### src/rtl/gate_interlock_pkg.sv
// Shared constants, fault bit positions and global state encoding for the gate interlock.
// Latency: n/a (declarations only).
// Backpressure: n/a.
package gate_interlock_pkg;

   // Requested {upper, lower} leg commands
   localparam logic [1:0] LEG_OFF     = 2'b00;
   localparam logic [1:0] LEG_LOW     = 2'b01;
   localparam logic [1:0] LEG_UP      = 2'b10;
   localparam logic [1:0] LEG_ILLEGAL = 2'b11;

   // Bit positions inside fault_code
   localparam int FB_ILLEGAL     = 0;
   localparam int FB_OVERCURRENT = 1;
   localparam int FB_WATCHDOG    = 2;

   // Timing and trip limits (one cycle = 10 ns)
   localparam logic [15:0]        DEAD_TIME    = 16'd10;
   localparam logic [15:0]        MAX_ON_TIME  = 16'd500;
   localparam logic signed [15:0] TRIP_CURRENT = 16'sd90;
   localparam logic [7:0]         TRIP_FILTER  = 8'd4;

   typedef enum logic [1:0] {
      G_RUN     = 2'd0,
      G_FAULT   = 2'd1,
      G_RECOVER = 2'd2
   } g_state_t;

   // Increment that stops at lim
   function automatic logic [15:0] sat_inc(input logic [15:0] v, input logic [15:0] lim);
      return (v >= lim) ? lim : v + 16'd1;
   endfunction

endpackage

### src/rtl/gate_interlock_if.sv
// Command/gate bundle between the MOSFET controller (master) and the interlock (slave).
// Latency: n/a (wiring only).
// Backpressure: none; commands are level-sampled every cycle.
interface gate_interlock_if;
   logic [1:0]         cmd_buck1;
   logic [1:0]         cmd_buck2;
   logic [1:0]         cmd_res1;
   logic [1:0]         cmd_res2;
   logic               cmd_deion;
   logic signed [15:0] sample_current;
   logic               fault_clear;
   logic [1:0]         gate_buck1;
   logic [1:0]         gate_buck2;
   logic [1:0]         gate_res1;
   logic [1:0]         gate_res2;
   logic               gate_deion;
   logic               fault;
   logic [2:0]         fault_code;
   logic [15:0]        dt_insert_cnt;

   modport master (
      output cmd_buck1, cmd_buck2, cmd_res1, cmd_res2, cmd_deion, sample_current, fault_clear,
      input  gate_buck1, gate_buck2, gate_res1, gate_res2, gate_deion, fault, fault_code, dt_insert_cnt
   );

   modport slave (
      input  cmd_buck1, cmd_buck2, cmd_res1, cmd_res2, cmd_deion, sample_current, fault_clear,
      output gate_buck1, gate_buck2, gate_res1, gate_res2, gate_deion, fault, fault_code, dt_insert_cnt
   );
endinterface

### src/rtl/gate_interlock_leg_deadtime.sv
// One half-bridge leg: dead-time enforcement, shoot-through rejection, upper on-time watchdog.
// Latency: 1 cycle command-to-gate once the complementary switch has been off DEAD_TIME cycles.
// Backpressure: none; blocked turn-ons simply hold the gate low and pulse o_blocked once.
module leg_deadtime
   import gate_interlock_pkg::*;
(
   input  logic       clk,
   input  logic       rst_n,
   input  logic [1:0] i_cmd,
   input  logic       i_force_off,
   output logic [1:0] o_gate,
   output logic       o_illegal,
   output logic       o_blocked,
   output logic       o_watchdog
);

   logic [1:0]  r_gate;
   logic [15:0] r_up_off;
   logic [15:0] r_lo_off;
   logic [15:0] r_up_run;
   logic        r_blk_up;
   logic        r_blk_lo;

   logic w_up_ok, w_lo_ok, w_up_nxt, w_lo_nxt, w_blk_up, w_blk_lo;

   // A switch may turn on only when its complement has been off for the full dead time
   assign w_up_ok    = (i_cmd == LEG_UP)  && (r_lo_off >= DEAD_TIME);
   assign w_lo_ok    = (i_cmd == LEG_LOW) && (r_up_off >= DEAD_TIME);
   assign o_watchdog = r_gate[1] && (r_up_run >= MAX_ON_TIME);
   assign w_up_nxt   = w_up_ok && !i_force_off && !o_watchdog;
   assign w_lo_nxt   = w_lo_ok && !i_force_off;
   // Requested but held back purely by dead time
   assign w_blk_up   = (i_cmd == LEG_UP)  && !w_up_ok && !i_force_off;
   assign w_blk_lo   = (i_cmd == LEG_LOW) && !w_lo_ok && !i_force_off;
   assign o_blocked  = (w_blk_up && !r_blk_up) || (w_blk_lo && !r_blk_lo);
   assign o_illegal  = (i_cmd == LEG_ILLEGAL);
   assign o_gate     = r_gate;

   // Gate registers, off-time counters (count includes the current off cycle) and upper run counter
   always_ff @(posedge clk or negedge rst_n) begin
      if (!rst_n) begin
         r_gate   <= LEG_OFF;
         r_up_off <= DEAD_TIME;
         r_lo_off <= DEAD_TIME;
         r_up_run <= 16'd0;
         r_blk_up <= 1'b0;
         r_blk_lo <= 1'b0;
      end else begin
         r_gate   <= {w_up_nxt, w_lo_nxt};
         r_up_off <= w_up_nxt ? 16'd0 : sat_inc(r_up_off, DEAD_TIME);
         r_lo_off <= w_lo_nxt ? 16'd0 : sat_inc(r_lo_off, DEAD_TIME);
         r_up_run <= w_up_nxt ? sat_inc(r_up_run, MAX_ON_TIME) : 16'd0;
         r_blk_up <= w_blk_up;
         r_blk_lo <= w_blk_lo;
      end
   end

endmodule

### src/rtl/gate_interlock.sv
// Safety interlock between discharge controller and gate drivers: dead time, shoot-through, watchdog, overcurrent.
// Latency: 1 cycle command-to-gate; trips force all gates off on the same edge the cause is registered.
// Backpressure: none; while faulted or recovering all gates are held low and commands are ignored.
module gate_interlock
   import gate_interlock_pkg::*;
(
   input  logic            clk,
   input  logic            rst_n,
   gate_interlock_if.slave bus
);

   g_state_t    r_state;
   logic        r_fault;
   logic [2:0]  r_code;
   logic [15:0] r_rec_cnt;
   logic [7:0]  r_oc_cnt;
   logic [15:0] r_dt_cnt;
   logic        r_deion;

   logic [1:0]  w_cmd  [4];
   logic [1:0]  w_gate [4];
   logic [3:0]  w_illegal, w_blk, w_wd;
   logic [2:0]  w_cause;
   logic [2:0]  w_blk_n;
   logic [16:0] w_sext, w_mag, w_dt_sum;
   logic [17:0] w_dbl;
   logic        w_over, w_oc, w_run, w_rec_done, w_trip, w_force, w_no_up, w_clear_ok;

   assign w_cmd[0] = bus.cmd_buck1;
   assign w_cmd[1] = bus.cmd_buck2;
   assign w_cmd[2] = bus.cmd_res1;
   assign w_cmd[3] = bus.cmd_res2;

   for (genvar gi = 0; gi < 4; gi++) begin : g_leg
      leg_deadtime u_leg (
         .clk        (clk),
         .rst_n      (rst_n),
         .i_cmd      (w_cmd[gi]),
         .i_force_off(w_force),
         .o_gate     (w_gate[gi]),
         .o_illegal  (w_illegal[gi]),
         .o_blocked  (w_blk[gi]),
         .o_watchdog (w_wd[gi])
      );
   end

   // |sample| is formed in 17 bits so -32768 stays representable; doubling widens to 18
   assign w_sext = {bus.sample_current[15], bus.sample_current};
   assign w_mag  = w_sext[16] ? (~w_sext + 17'd1) : w_sext;
   assign w_dbl  = {w_mag, 1'b0};
   assign w_over = w_dbl > {2'b00, TRIP_CURRENT};
   assign w_oc   = (r_oc_cnt == TRIP_FILTER);

   assign w_cause[FB_ILLEGAL]     = |w_illegal;
   assign w_cause[FB_OVERCURRENT] = w_oc;
   assign w_cause[FB_WATCHDOG]    = |w_wd;

   assign w_run      = (r_state == G_RUN);
   assign w_rec_done = (r_state == G_RECOVER) && (r_rec_cnt == DEAD_TIME - 16'd1);
   assign w_trip     = w_run && (|w_cause);
   // Gates may follow commands on the edge that enters RUN, so recovery holds them low exactly DEAD_TIME cycles
   assign w_force    = w_trip || !(w_run || w_rec_done);
   assign w_no_up    = !(w_cmd[0][1] | w_cmd[1][1] | w_cmd[2][1] | w_cmd[3][1]);
   assign w_clear_ok = bus.fault_clear && w_no_up && (r_oc_cnt == 8'd0);

   assign w_blk_n  = 3'(w_blk[0]) + 3'(w_blk[1]) + 3'(w_blk[2]) + 3'(w_blk[3]);
   assign w_dt_sum = {1'b0, r_dt_cnt} + {14'd0, w_blk_n};

   // Global run/fault/recover sequencing with latched fault and sticky cause code
   always_ff @(posedge clk or negedge rst_n) begin
      if (!rst_n) begin
         r_state   <= G_RECOVER;
         r_fault   <= 1'b0;
         r_code    <= 3'b000;
         r_rec_cnt <= 16'd0;
      end else begin
         case (r_state)
            G_RUN: begin
               if (w_trip) begin
                  r_state <= G_FAULT;
                  r_fault <= 1'b1;
                  r_code  <= r_code | w_cause;
               end
            end
            G_FAULT: begin
               if (w_clear_ok) begin
                  r_state   <= G_RECOVER;
                  r_fault   <= 1'b0;
                  r_code    <= 3'b000;
                  r_rec_cnt <= 16'd0;
               end else begin
                  r_code <= r_code | w_cause;
               end
            end
            G_RECOVER: begin
               if (w_rec_done) begin
                  r_state   <= G_RUN;
                  r_rec_cnt <= 16'd0;
               end else begin
                  r_rec_cnt <= r_rec_cnt + 16'd1;
               end
            end
            default: r_state <= G_RECOVER;
         endcase
      end
   end

   // Overcurrent filter: consecutive over-threshold cycles, parked at the trip count
   always_ff @(posedge clk or negedge rst_n) begin
      if (!rst_n)
         r_oc_cnt <= 8'd0;
      else if (!w_over)
         r_oc_cnt <= 8'd0;
      else if (r_oc_cnt != TRIP_FILTER)
         r_oc_cnt <= r_oc_cnt + 8'd1;
   end

   // Dead-time insertion counter (reset-only clear, saturating) and deion gate
   always_ff @(posedge clk or negedge rst_n) begin
      if (!rst_n) begin
         r_dt_cnt <= 16'd0;
         r_deion  <= 1'b0;
      end else begin
         r_dt_cnt <= w_dt_sum[16] ? 16'hFFFF : w_dt_sum[15:0];
         r_deion  <= w_force ? 1'b0 : bus.cmd_deion;
      end
   end

   assign bus.gate_buck1    = w_gate[0];
   assign bus.gate_buck2    = w_gate[1];
   assign bus.gate_res1     = w_gate[2];
   assign bus.gate_res2     = w_gate[3];
   assign bus.gate_deion    = r_deion;
   assign bus.fault         = r_fault;
   assign bus.fault_code    = r_code;
   assign bus.dt_insert_cnt = r_dt_cnt;

endmodule
### src/flat_wrapper.sv
// flat-port wrapper written by rule: the top's interface ports become plain ports
module gate_interlock_flat import gate_interlock_pkg::*;
  (clk, rst_n, bus_cmd_buck1, bus_cmd_buck2, bus_cmd_res1, bus_cmd_res2, bus_cmd_deion, bus_sample_current, bus_fault_clear, bus_gate_buck1, bus_gate_buck2, bus_gate_res1, bus_gate_res2, bus_gate_deion, bus_fault, bus_fault_code, bus_dt_insert_cnt);
  gate_interlock_if bus_i ();
  input  logic clk;
  input  logic rst_n;
  input wire logic [$bits(bus_i.cmd_buck1)-1:0] bus_cmd_buck1;
  input wire logic [$bits(bus_i.cmd_buck2)-1:0] bus_cmd_buck2;
  input wire logic [$bits(bus_i.cmd_res1)-1:0] bus_cmd_res1;
  input wire logic [$bits(bus_i.cmd_res2)-1:0] bus_cmd_res2;
  input wire logic [$bits(bus_i.cmd_deion)-1:0] bus_cmd_deion;
  input wire logic [$bits(bus_i.sample_current)-1:0] bus_sample_current;
  input wire logic [$bits(bus_i.fault_clear)-1:0] bus_fault_clear;
  output wire logic [$bits(bus_i.gate_buck1)-1:0] bus_gate_buck1;
  output wire logic [$bits(bus_i.gate_buck2)-1:0] bus_gate_buck2;
  output wire logic [$bits(bus_i.gate_res1)-1:0] bus_gate_res1;
  output wire logic [$bits(bus_i.gate_res2)-1:0] bus_gate_res2;
  output wire logic [$bits(bus_i.gate_deion)-1:0] bus_gate_deion;
  output wire logic [$bits(bus_i.fault)-1:0] bus_fault;
  output wire logic [$bits(bus_i.fault_code)-1:0] bus_fault_code;
  output wire logic [$bits(bus_i.dt_insert_cnt)-1:0] bus_dt_insert_cnt;
  assign bus_i.cmd_buck1 = bus_cmd_buck1;
  assign bus_i.cmd_buck2 = bus_cmd_buck2;
  assign bus_i.cmd_res1 = bus_cmd_res1;
  assign bus_i.cmd_res2 = bus_cmd_res2;
  assign bus_i.cmd_deion = bus_cmd_deion;
  assign bus_i.sample_current = bus_sample_current;
  assign bus_i.fault_clear = bus_fault_clear;
  assign bus_gate_buck1 = bus_i.gate_buck1;
  assign bus_gate_buck2 = bus_i.gate_buck2;
  assign bus_gate_res1 = bus_i.gate_res1;
  assign bus_gate_res2 = bus_i.gate_res2;
  assign bus_gate_deion = bus_i.gate_deion;
  assign bus_fault = bus_i.fault;
  assign bus_fault_code = bus_i.fault_code;
  assign bus_dt_insert_cnt = bus_i.dt_insert_cnt;
  gate_interlock u_core (.clk(clk), .rst_n(rst_n), .bus(bus_i));
endmodule
### config.mk
export PLATFORM = sky130hd
export DESIGN_NAME = gate_interlock_flat
export DESIGN_NICKNAME = d
export VERILOG_FILES = /design/src/rtl/gate_interlock_pkg.sv /design/src/rtl/gate_interlock_if.sv /design/src/rtl/gate_interlock_leg_deadtime.sv /design/src/rtl/gate_interlock.sv /design/src/flat_wrapper.sv
export SDC_FILE = /design/constraint.sdc
export NUM_CORES = 1
export LEC_CHECK = 0
export BUFFER_PORTS_ARGS = -buffer_cell sky130_fd_sc_hd__buf_2
export CORE_MARGIN = 2
export CORE_UTILIZATION = 50
export CTS_BUF_LIST = sky130_fd_sc_hd__clkbuf_4
export DETAILED_ROUTE_END_ITERATION = 16
export PLACE_DENSITY = 0.67
export SLEW_MARGIN = 30
export SYNTH_ARGS = -nofsm -noshare
export SYNTH_HDL_FRONTEND = slang
export SYNTH_SLANG_ARGS = --single-unit
### constraint.sdc
create_clock -name clk -period 4.6 [get_ports clk]
set_clock_uncertainty 0.05 [all_clocks]
set_input_delay 0.46 -clock clk [delete_from_list [all_inputs] [get_ports clk]]
set_output_delay 0.46 -clock clk [all_outputs]
set_load 0.005 [all_outputs]
# Word-level counts from Yosys, hierarchy flattened
# Cells that the tools add are included.
dict set report op_classes {
  n_addsub 19
  magnitude_cmp 13
  n_eq_ne 21
  muxes 42
  n_bitwise 5
  reduce_logical 92
}
# op count
set ops {}
lappend ops {{16-bit 2-to-1 mux} 27}
lappend ops {{16-bit by 1-bit adder with 16-bit output (second input constant)} 13}
lappend ops {{16-bit by 4-bit greater-or-equal comparator with 1-bit output (second input constant)} 8}
lappend ops {{16-bit by 9-bit greater-or-equal comparator with 1-bit output (second input constant)} 4}
lappend ops {{1-bit logical AND} 52}
lappend ops {{16-bit case mux with 2 select lines} 1}
lappend ops {{1-bit logical NOT} 23}
lappend ops {{2-bit equality test (second input constant)} 9}
lappend ops {{18-bit by 7-bit greater-than comparator with 1-bit output (second input constant)} 1}
lappend ops {{16-bit by 3-bit adder with 17-bit output} 1}
lappend ops {{17-bit by 1-bit adder with 17-bit output (second input constant)} 1}
lappend ops {{17-bit 2-to-1 mux} 1}
lappend ops {{17-bit NOT} 1}
lappend ops {{16-bit by 4-bit equality test with 1-bit output (second input constant)} 1}
lappend ops {{8-bit 2-to-1 mux} 2}
lappend ops {{2-bit by 1-bit equality test with 1-bit output (second input constant)} 5}
lappend ops {{9-bit OR reduction} 1}
lappend ops {{8-bit by 1-bit adder with 8-bit output (second input constant)} 1}
lappend ops {{8-bit by 3-bit equality test with 1-bit output (second input constant)} 1}
lappend ops {{8-bit logical NOT} 1}
lappend ops {{8-bit by 3-bit inequality test with 1-bit output (second input constant)} 1}
lappend ops {{4-bit OR reduction} 2}
lappend ops {{3-bit by 1-bit adder with 3-bit output} 2}
lappend ops {{1-bit logical OR} 6}
lappend ops {{15 further kinds} 27}
dict set report word_totals {
  regBits 255
  inputBits 28
  out_inout_bits 29
}

# Depth between registers and ports, before layout
# Gate-level depths: netlist of run 1.
dict set report depth {
  depth_word 14
  ltp_mapped 21
}

# Modules after synthesis
# A second synthesis of run 1 with hierarchy kept.
dict set report hier_totals {
  cells_unflattened 854
  area_unflattened_um2 10558.9
}
# module instances cells_each area_per_inst_um2
set by_module_without_submodules {}
lappend by_module_without_submodules {leg_deadtime 4 134 1914.3}
lappend by_module_without_submodules {gate_interlock 1 318 2901.5}

# Least setup slack after synthesis of run 1
# OpenSTA, ideal clock, no wires.
dict set report synth_path {
  path_type {register to register}
  start {register u_core.r_oc_cnt[0]}
  end {register u_core.r_dt_cnt[10] (netlist: u_core.bus.dt_insert_cnt[10])}
  arrival_ps 4273
  slack_ps 194
  stages_incl_launch_ff 22
  synth_period_minus_slack_ps 4406
  cell_sequence {dfrtp_1 > inv_1 > ha_1 > nor2b_1 > and3_1 > or3_4 > o31a_4 > buf_6 > nor2_1 > ha_1 > inv_1 > fa_1 > inv_1 > ha_1 > inv_1 > fa_1 > nor2b_1 > or2_2 > nand2b_1 > or3_1 > clkbuf_1 > o21ai_0}
}
dict set report synth_between {
  elab_chain_cells 13
  word_cells_on_any_way 30
  cone_classes {add/sub: 4; eq/ne: 1; mux: 1; reduce/logical: 24}
}
# element line
set synth_rtl {}
lappend synth_rtl {{start: declaration} gate_interlock.sv:16} ;# logic [7:0] r_oc_cnt;
lappend synth_rtl {{start signal: assignment} gate_interlock.sv:115} ;# r_oc_cnt <= r_oc_cnt + 8'd1;
lappend synth_rtl {{8-bit by 3-bit equality test with 1-bit output (*)} gate_interlock.sv:52} ;# assign w_oc = (r_oc_cnt == TRIP_FILTER);
lappend synth_rtl {{9-bit OR reduction (*)} gate_interlock.sv:60} ;# assign w_trip = w_run && (|w_cause);
lappend synth_rtl {{1-bit logical AND (*)} gate_interlock.sv:60}
lappend synth_rtl {{1-bit logical OR (*)} gate_interlock.sv:62} ;# assign w_force = w_trip || !(w_run || w_rec_done);
lappend synth_rtl {{1-bit logical NOT (*)} {gate_interlock_leg_deadtime.sv:33, gate_interlock_leg_deadtime.sv:34}}
lappend synth_rtl {{1-bit logical AND, on equally long branches} {gate_interlock_leg_deadtime.sv:33, gate_interlock_leg_deadtime.sv:34}}
lappend synth_rtl {{1-bit logical AND} gate_interlock_leg_deadtime.sv:35} ;# assign o_blocked = (w_blk_up && !r_blk_up) || (w_blk_lo && !r_blk_lo);
lappend synth_rtl {{1-bit logical OR} gate_interlock_leg_deadtime.sv:35}
lappend synth_rtl {{1-bit by 1-bit adder with 2-bit output} gate_interlock.sv:66} ;# assign w_blk_n = 3'(w_blk[0]) + 3'(w_blk[1]) + 3'(w_blk[2]) + 3'(w_blk[3]);
lappend synth_rtl {{3-bit by 1-bit adder with 3-bit output} gate_interlock.sv:66}
lappend synth_rtl {{3-bit by 1-bit adder with 3-bit output (*)} gate_interlock.sv:66}
lappend synth_rtl {{16-bit by 3-bit adder with 17-bit output (*)} gate_interlock.sv:67} ;# assign w_dt_sum = {1'b0, r_dt_cnt} + {14'd0, w_blk_n};
lappend synth_rtl {{16-bit 2-to-1 mux (*)} gate_interlock.sv:124} ;# r_dt_cnt <= w_dt_sum[16] ? 16'hFFFF : w_dt_sum[15:0];
lappend synth_rtl {{end signal: assignment} gate_interlock.sv:124}
lappend synth_rtl {{end: declaration} gate_interlock.sv:17} ;# logic [15:0] r_dt_cnt;
# Mark *: on every way between the ends. The rest lies on a longest branch, timed or not.
# A chain may end at the register's enable or synchronous reset.

# Worst setup path after layout of run 1
dict set report layout_path {
  start {register u_core.r_oc_cnt[0]}
  end {register u_core.r_dt_cnt[12] (netlist: u_core.bus.dt_insert_cnt[12])}
}
# Same word-level chain as after synthesis.

==> run summary, run 1 <==
core area - 0.02017 sq mm
Final #Nets - 1166
# IOs - 57
detailed-route wire length per cell - 13.14 um
grt total ovfl - 0
pre-CTS setup slack - 94.53 ps
synthesized flop and latch total - 255
status - completed
detailed-placement wirelength estimate - 12.55 mm
Max Used Layer - met4
Met3 Routed Length - 808 um
Syn Inst Count - 848
actual slew at the worst max-slew pin - 648.8 ps
initial antenna violation count - 2
crit start category - flop
top cells by count, synth - dfrtp_1, a21oi_1, nor3_1, nor2_1, nand2_1
RSZ-0062 raised after global routing - false
vias in the first global route - 7033
met2 routed WL - 8.927 mm
register area share after synthesis - 62.51%
via total after detailed routing - 7018
Die Width - 147.1 um
Iter 0 DRT Violations - 430
Final Setup Violations - 0
WP data arrival - 4750 ps
CTS Buf Count - 66
layout cells sized above 1 - 19.58%
Max Freq - 233.5 MHz
htree depth - 3
Rows - 52
top cell type's share of synthesized area - 58.15%
fin crit period - 4282 ps
Syn Area/Cell - 12.08 sq um
clk_lat worst skew - 650 ps
Max Fanout on Critical Path - 5
Yosys warning total - 0
Pins Over Slew Limit - 0
Yosys top cell by area - dfrtp_1
peak supply drop - 222.5 uV
vias per cell - 4.939
final WL - 18.68 mm
Remaining DRCs - 0
endpoints failing hold - 0
M1 WL - 8.585 mm
all-layer global routing usage - 18.39%
post-CTS setup buffers - 0
IO buf count - 56
Clock Path Buffers - 3
min-delay worst type - in2reg
final worst path period share - 93.08%
root buffer cell - clkbuf_4
CTS tree - yes
r2r worst-path depth - 19
Worst-path clk slew - 80 ps
RePlAce Congestion - 0.8183
register-to-register setup slack - 320 ps
synthesized area - 0.01024 sq mm
P per Cell Area - 403.5 mW/mm^2
crit end category - flop
ranking of synthesized cells by area - dfrtp_1, dfstp_2, ha_1
Filler cells - 1741
hold depth - 3
P_leak - 0.005718 uW
Async S/R FF share, synth - 100.0%
Die Ht - 147.1 um
Final Worst Setup Slack - 318.2 ps
total negative slack - 0 ps
Max Cap Viol - 0
WS Path Type - reg2reg
first-pass GRT wire length - 32.43 mm
Routed Antenna Nets - 0
dominant synthesized flop cell - dfrtp_1
P&R area growth vs syn - 20.42%
DIE AREA - 0.02165 sq mm
Rel. slew slack - 56.61%
Starting Density - 50.78%
CP required - 5060 ps
CTS Sinks - 255
Initial DRT Pass Iterations - 5
largest net degree at the start of global routing - 119
most common cell in the netlist - dfrtp_1
Cell variety after synth - 62
Post-synth EDFFs - 0
## placed cells by master (no fill, tap or decap), types with 5 or more instances in the layout
cell and instances:
conb_1 124, nor4_1 32, nand3_1 35, a31oi_1 12
clkinv_1 11, a311oi_1 5, nor2b_1 9, nand2b_1 13
clkbuf_4 98, buf_4 9, o31ai_1 10, or2_2 6
dfrtp_1 238, nor3_1 53, xor2_1 19, buf_2 55
nand4_1 16, inv_2 6, nand2_1 43, o211ai_1 7
dfstp_2 17, nor2_1 46, inv_1 36, ha_1 34
xnor2_1 39, nor3_4 5, a21oi_1 58, and3_1 21
o21ai_0 24
## metrics by stage
step | util (%) | instance area (sq um) | hold slack, ps | total power (uW) | std cells
final | 61.15 | 12330 | 94.22 | 4977 | 1421
after global routing | 61.15 | 12330 | 88.49 | 5267 | 1421
after CTS | 60.91 | 12280 | 5.115 | 5053 | 1417
after detailed placement | 56.50 | 11390 | 436.4 | 3001 | 1301
after global placement | 56.46 | 11390 | 424.6 | 2989 | 1301
after floorplan | - | 10700 | 114.4 | 2828 | 971
## cell type report
cell class	instances	area (sq um)	share of cell area, %
antenna	2	5.005	0.04058
clock buffer	98	735.7	5.965
clock inverter	17	143.9	1.167
inverter	40	150.1	1.217
multi-input combinational	670	4134	33.52
sequential	255	6402	51.91
tap	270	337.8	2.739
timing repair buffer	69	425.4	3.449
## registers in the layout, indices dropped and copies added (netlist names), 4 cells and up
| signal | flops |
|---|---|
| u_core.g_leg.u_leg.r_lo_off | 64 |
| u_core.g_leg.u_leg.o_gate | 8 |
| u_core.g_leg.u_leg.r_up_off | 64 |
| u_core.bus.dt_insert_cnt | 16 |
| u_core.g_leg.u_leg.r_blk_up | 4 |
| u_core.g_leg.u_leg.r_blk_lo | 4 |
| u_core.r_rec_cnt | 16 |
| u_core.g_leg.u_leg.r_up_run | 64 |
| u_core.r_oc_cnt | 8 |
## power breakdown
part           leakage [uW]  total, uW  switching, uW  internal (uW)
registers           0.00312       2550            142           2410
clock network      0.000523       2010            866           1140
logic               0.00207        420            249            171
total               0.00572       4980           1260           3720
## final timing paths
kind	start	endpoint
setup / recovery	u_core.r_oc_cnt[0]	u_core.bus.dt_insert_cnt[12]
hold / removal	bus_cmd_res1[1]	u_core.g_leg[2].u_leg.r_blk_up
setup reg to reg	u_core.r_oc_cnt[0]	u_core.bus.dt_insert_cnt[12]
hold reg to reg	u_core.g_leg[3].u_leg.r_up_off[0]	u_core.g_leg[3].u_leg.r_up_off[0]
max in group asynchronous	rst_n	u_core.g_leg[3].u_leg.r_up_off[3]
min in group asynchronous	rst_n	u_core.g_leg[2].u_leg.r_lo_off[12]
## cells by family (layout without fill, tap and decap cells)
logic type	after synthesis	in the layout	share of synthesized area, %
AOI/OAI and AO/OA	144	144	9.003
muxes	6	6	0.6352
buffers and inverters	46	224	1.771
DFF	255	255	62.51
adders and majority gates	36	36	4.544
xor gates and xnor gates	58	58	4.960
and+or+nand+nor	302	302	16.54
other	1	126	0.03661
## timing repair
item	CTS	global route
hold buffers	1	1
endpoints found under the hold margin	110	1
setup endpoints to repair	0	14
gates resized for setup	0	2
## per-layer routing
metal / global-route usage [%] / vias up
met2: 29.18 / 132
met5: 0 / -
met1: 24.44 / 3388
met4: 6.875 / 0
li1: - / 3462
met3: 5.062 / 36
## critical path, stage by stage (launching register included)
cell and delay, ps:
dfrtp_1 370, inv_1 70, ha_1 180, nor2b_1 140, and3_1 210, or3_4 410
o31a_4 380, nor2_1 120, ha_1 230, inv_1 70, fa_1 400, inv_1 70
ha_1 150, inv_1 50, fa_1 370, nor2b_1 130, or2_2 170, nor2b_2 200
nand4_1 120, mux2_2 280
No activity file was read; power rests on OpenSTA's default activity.
==> inputs of run 2 (changes only) <==
- CORE_MARGIN: 2 -> 4
- clock period: 4.6 -> 3.6 ns (I/O delays scaled with it)
==> run 2 against run 1 <==
Against the previous run:
- the run now ends with setup timing left
- combinational power is 110% higher
- die area is 5.5% higher
- final cell count grew 10%
- worst setup slack lost 690 ps
- via count is 8.4% higher
- first-iteration DRC count down 37%
- sequential share of layout area decreased by 4.8 points
- fmax up 7.9%
- utilization up 6.3 points
- critical path depth unchanged
- critical path type unchanged
- critical endpoint unchanged
- largest power group unchanged
- highest routed layer unchanged
==> run summary, run 2 (synthesis gave the netlist of run 1 again) <==
status - finished with violations
failing checks - setup timing
hold depth - 4
critical-path cell list - inv_2 > ha_2 > nor2b_4 > and3_4 > or3_4 > o31a_4 > nor2_4 > ha_4 > inv_4 > fa_2 > inv_2 > ha_4 > inv_2 > fa_2 > nor2b_4 > or2_4 > nor2b_4 > nand4_1 > mux2_2
peak supply drop - 293.2 uV
commonest non-fill, non-tap cell in the layout - dfrtp_1
via total after detailed routing - 7610
area of the multi-input gates - 0.004350 sq mm
crit start category - flop
Initial DRT Pass Iterations - 5
Slowest-stage cell, CP - fa_2
switching share of power - 25.90%
CP required - 4090 ps
WS Path Type - reg2reg
Pwr Total - 6600 uW
non-filler cells, final - 1568
CTS tree - yes
Die Width - 151.1 um
WP data arrival - 4460 ps
P&R area growth vs syn - 32.81%
Pins Over Slew Limit - 0
Clk pwr share - 38.2%
endpoints failing hold - 0
Final Worst Setup Slack - -367.5 ps
# IOs - 57
most frequent cells in the layout - dfrtp_1, buf_4, conb_1, clkbuf_4, a21oi_1
Max Fanout on Critical Path - 3
vias in the first global route - 7613
Reg power frac - 48.3%
Routed Antenna Nets - 0
worst path bufs/invs - 4
Worst-path clk slew - 70 ps
pre-CTS setup slack - -517.9 ps
Remaining DRCs - 0
RSZ-0062 raised after global routing - true
crit end category - flop
Rel. slew slack - 51.10%
CP Depth - 19
first-pass GRT wire length - 34.45 mm
CP top delay family - simple AND/OR/NAND/NOR gates
largest net degree at the start of global routing - 100
Starting Density - 50.78%
actual slew at the worst max-slew pin - 733.4 ps
final WL - 20.63 mm
min-delay worst type - in2reg
clk_lat worst skew - 650 ps
Iter 0 DRT Violations - 271
Seq. cell area - 0.006402 sq mm
detailed-route wire length per cell - 13.16 um
Final #Nets - 1309
Final Setup Violations - 16
vias per cell - 4.853
Clock Path Buffers - 3
Rows - 52
DIE AREA - 0.02284 sq mm
grt total ovfl - 0
htree depth - 3
core area - 0.02017 sq mm
Fin Hold WS - 129.2 ps
P_leak - 0.006450 uW
register-to-register setup slack - -370 ps
Combinational Power Share - 13.5%
fin crit period - 3967 ps
Max Freq - 252.0 MHz
Regs by FF count - u_core.g_leg.u_leg.r_lo_off (64), u_core.g_leg.u_leg.r_up_off (64), u_core.g_leg.u_leg.r_up_run (64)
total negative slack - -5157 ps
initial antenna violation count - 1
root buffer cell - clkbuf_4
switching power - 1709 uW
detailed-placement wirelength estimate - 14.08 mm
all-layer global routing usage - 18.72%
Filler cells - 1610
P per Cell Area - 485.2 mW/mm^2
r2r worst-path depth - 19
Die Ht - 151.1 um
IO buf count - 56
Post-Place Cells - 1428
Crit path largest cell delay - 420 ps
layout cells sized above 1 - 31.15%
Pint - 4891 uW
Max Cap Viol - 0
CTS Buf Count - 67
final worst path period share - 110.2%
CTS Sinks - 255
RePlAce Congestion - 0.8076
run 2: cell count changes in the layout (fill, tap and decap cells not counted), moves of 5 or more:
cell	before	now
inv_2	6	12
buf_4	9	150
inv_1	36	30
ha_1	34	29
run 2: timing repair:
action | in CTS | in global routing
pin swaps | 5 | 12
setup endpoints to repair | 16 | 16
hold buffers | 2 | 0
gates resized for setup | 13 | 29
cloned | 1 | 0
hold endpoints to repair | 89 | 0
buffers inserted | 9 | 6
run 2: worst paths after layout:
check,startpoint,to
worst max-delay path,u_core.r_oc_cnt[1],u_core.bus.dt_insert_cnt[12]
worst min register to register,u_core.g_leg[2].u_leg.r_up_run[0],u_core.g_leg[2].u_leg.r_up_run[0]
worst min-delay path,bus_cmd_res1[1],u_core.g_leg[2].u_leg.r_blk_up
worst max register to register,u_core.r_oc_cnt[1],u_core.bus.dt_insert_cnt[12]
min in group asynchronous,rst_n,u_core.bus.dt_insert_cnt[7]
max in group asynchronous,rst_n,u_core.g_leg[2].u_leg.r_up_off[1]
run 2: cell type report:
| class | count | share of cell area, % |
|---|---|---|
| Sequential cell | 255 | 47.07 |
| Antenna cell | 1 | 0.01840 |
| Multi-Input combinational cell | 671 | 31.98 |
| Clock buffer | 96 | 5.298 |
| Clock inverter | 25 | 1.177 |
| Tap cell | 270 | 2.483 |
| Inverter | 40 | 1.122 |
| Timing Repair Buffer | 210 | 10.85 |
run 2: metal layers:
metal  share of wire (%)  vias up  track usage [%]
met4                 2.1        0            7.117
met5                   0        -                0
met2                  49      138            30.21
met1                  46     3666            25.04
li1                    -     3766                -
met3                 3.8       40            4.039
run 2: stage by stage:
| stage | utilization [%] | instance area, sq um |
|---|---|---|
| global route | 67.44 | 13600 |
| floorplan | - | 10760 |
| finish | 67.44 | 13600 |
| CTS | 66.48 | 13410 |
| detailed placement | 61.46 | 12400 |
| global placement | 61.46 | 12400 |
run 2: power by group through the flow:
| stage | Sequential [uW] | Clock (uW) | Combinational, uW |
|---|---|---|---|
| 4_1_cts | 3180 | 2620 | 870 |
| 6_report | 3190 | 2520 | 891 |
| 2_1_floorplan | 3270 | 0 | 363 |
| 3_5_place_dp | 3230 | 0 | 847 |
| 3_3_place_gp | 3230 | 0 | 828 |
| 5_1_grt | 3210 | 2780 | 1000 |
run 2: worst reg2reg max path, delay by kind of cell, from the launching register on:
kind | cells | cell delay (ps)
simple gates | 8 | 1330
fa+ha+maj | 5 | 1300
compound gates | 1 | 320
buf+inv | 4 | 220
mux | 1 | 280
flops | 1 | 370
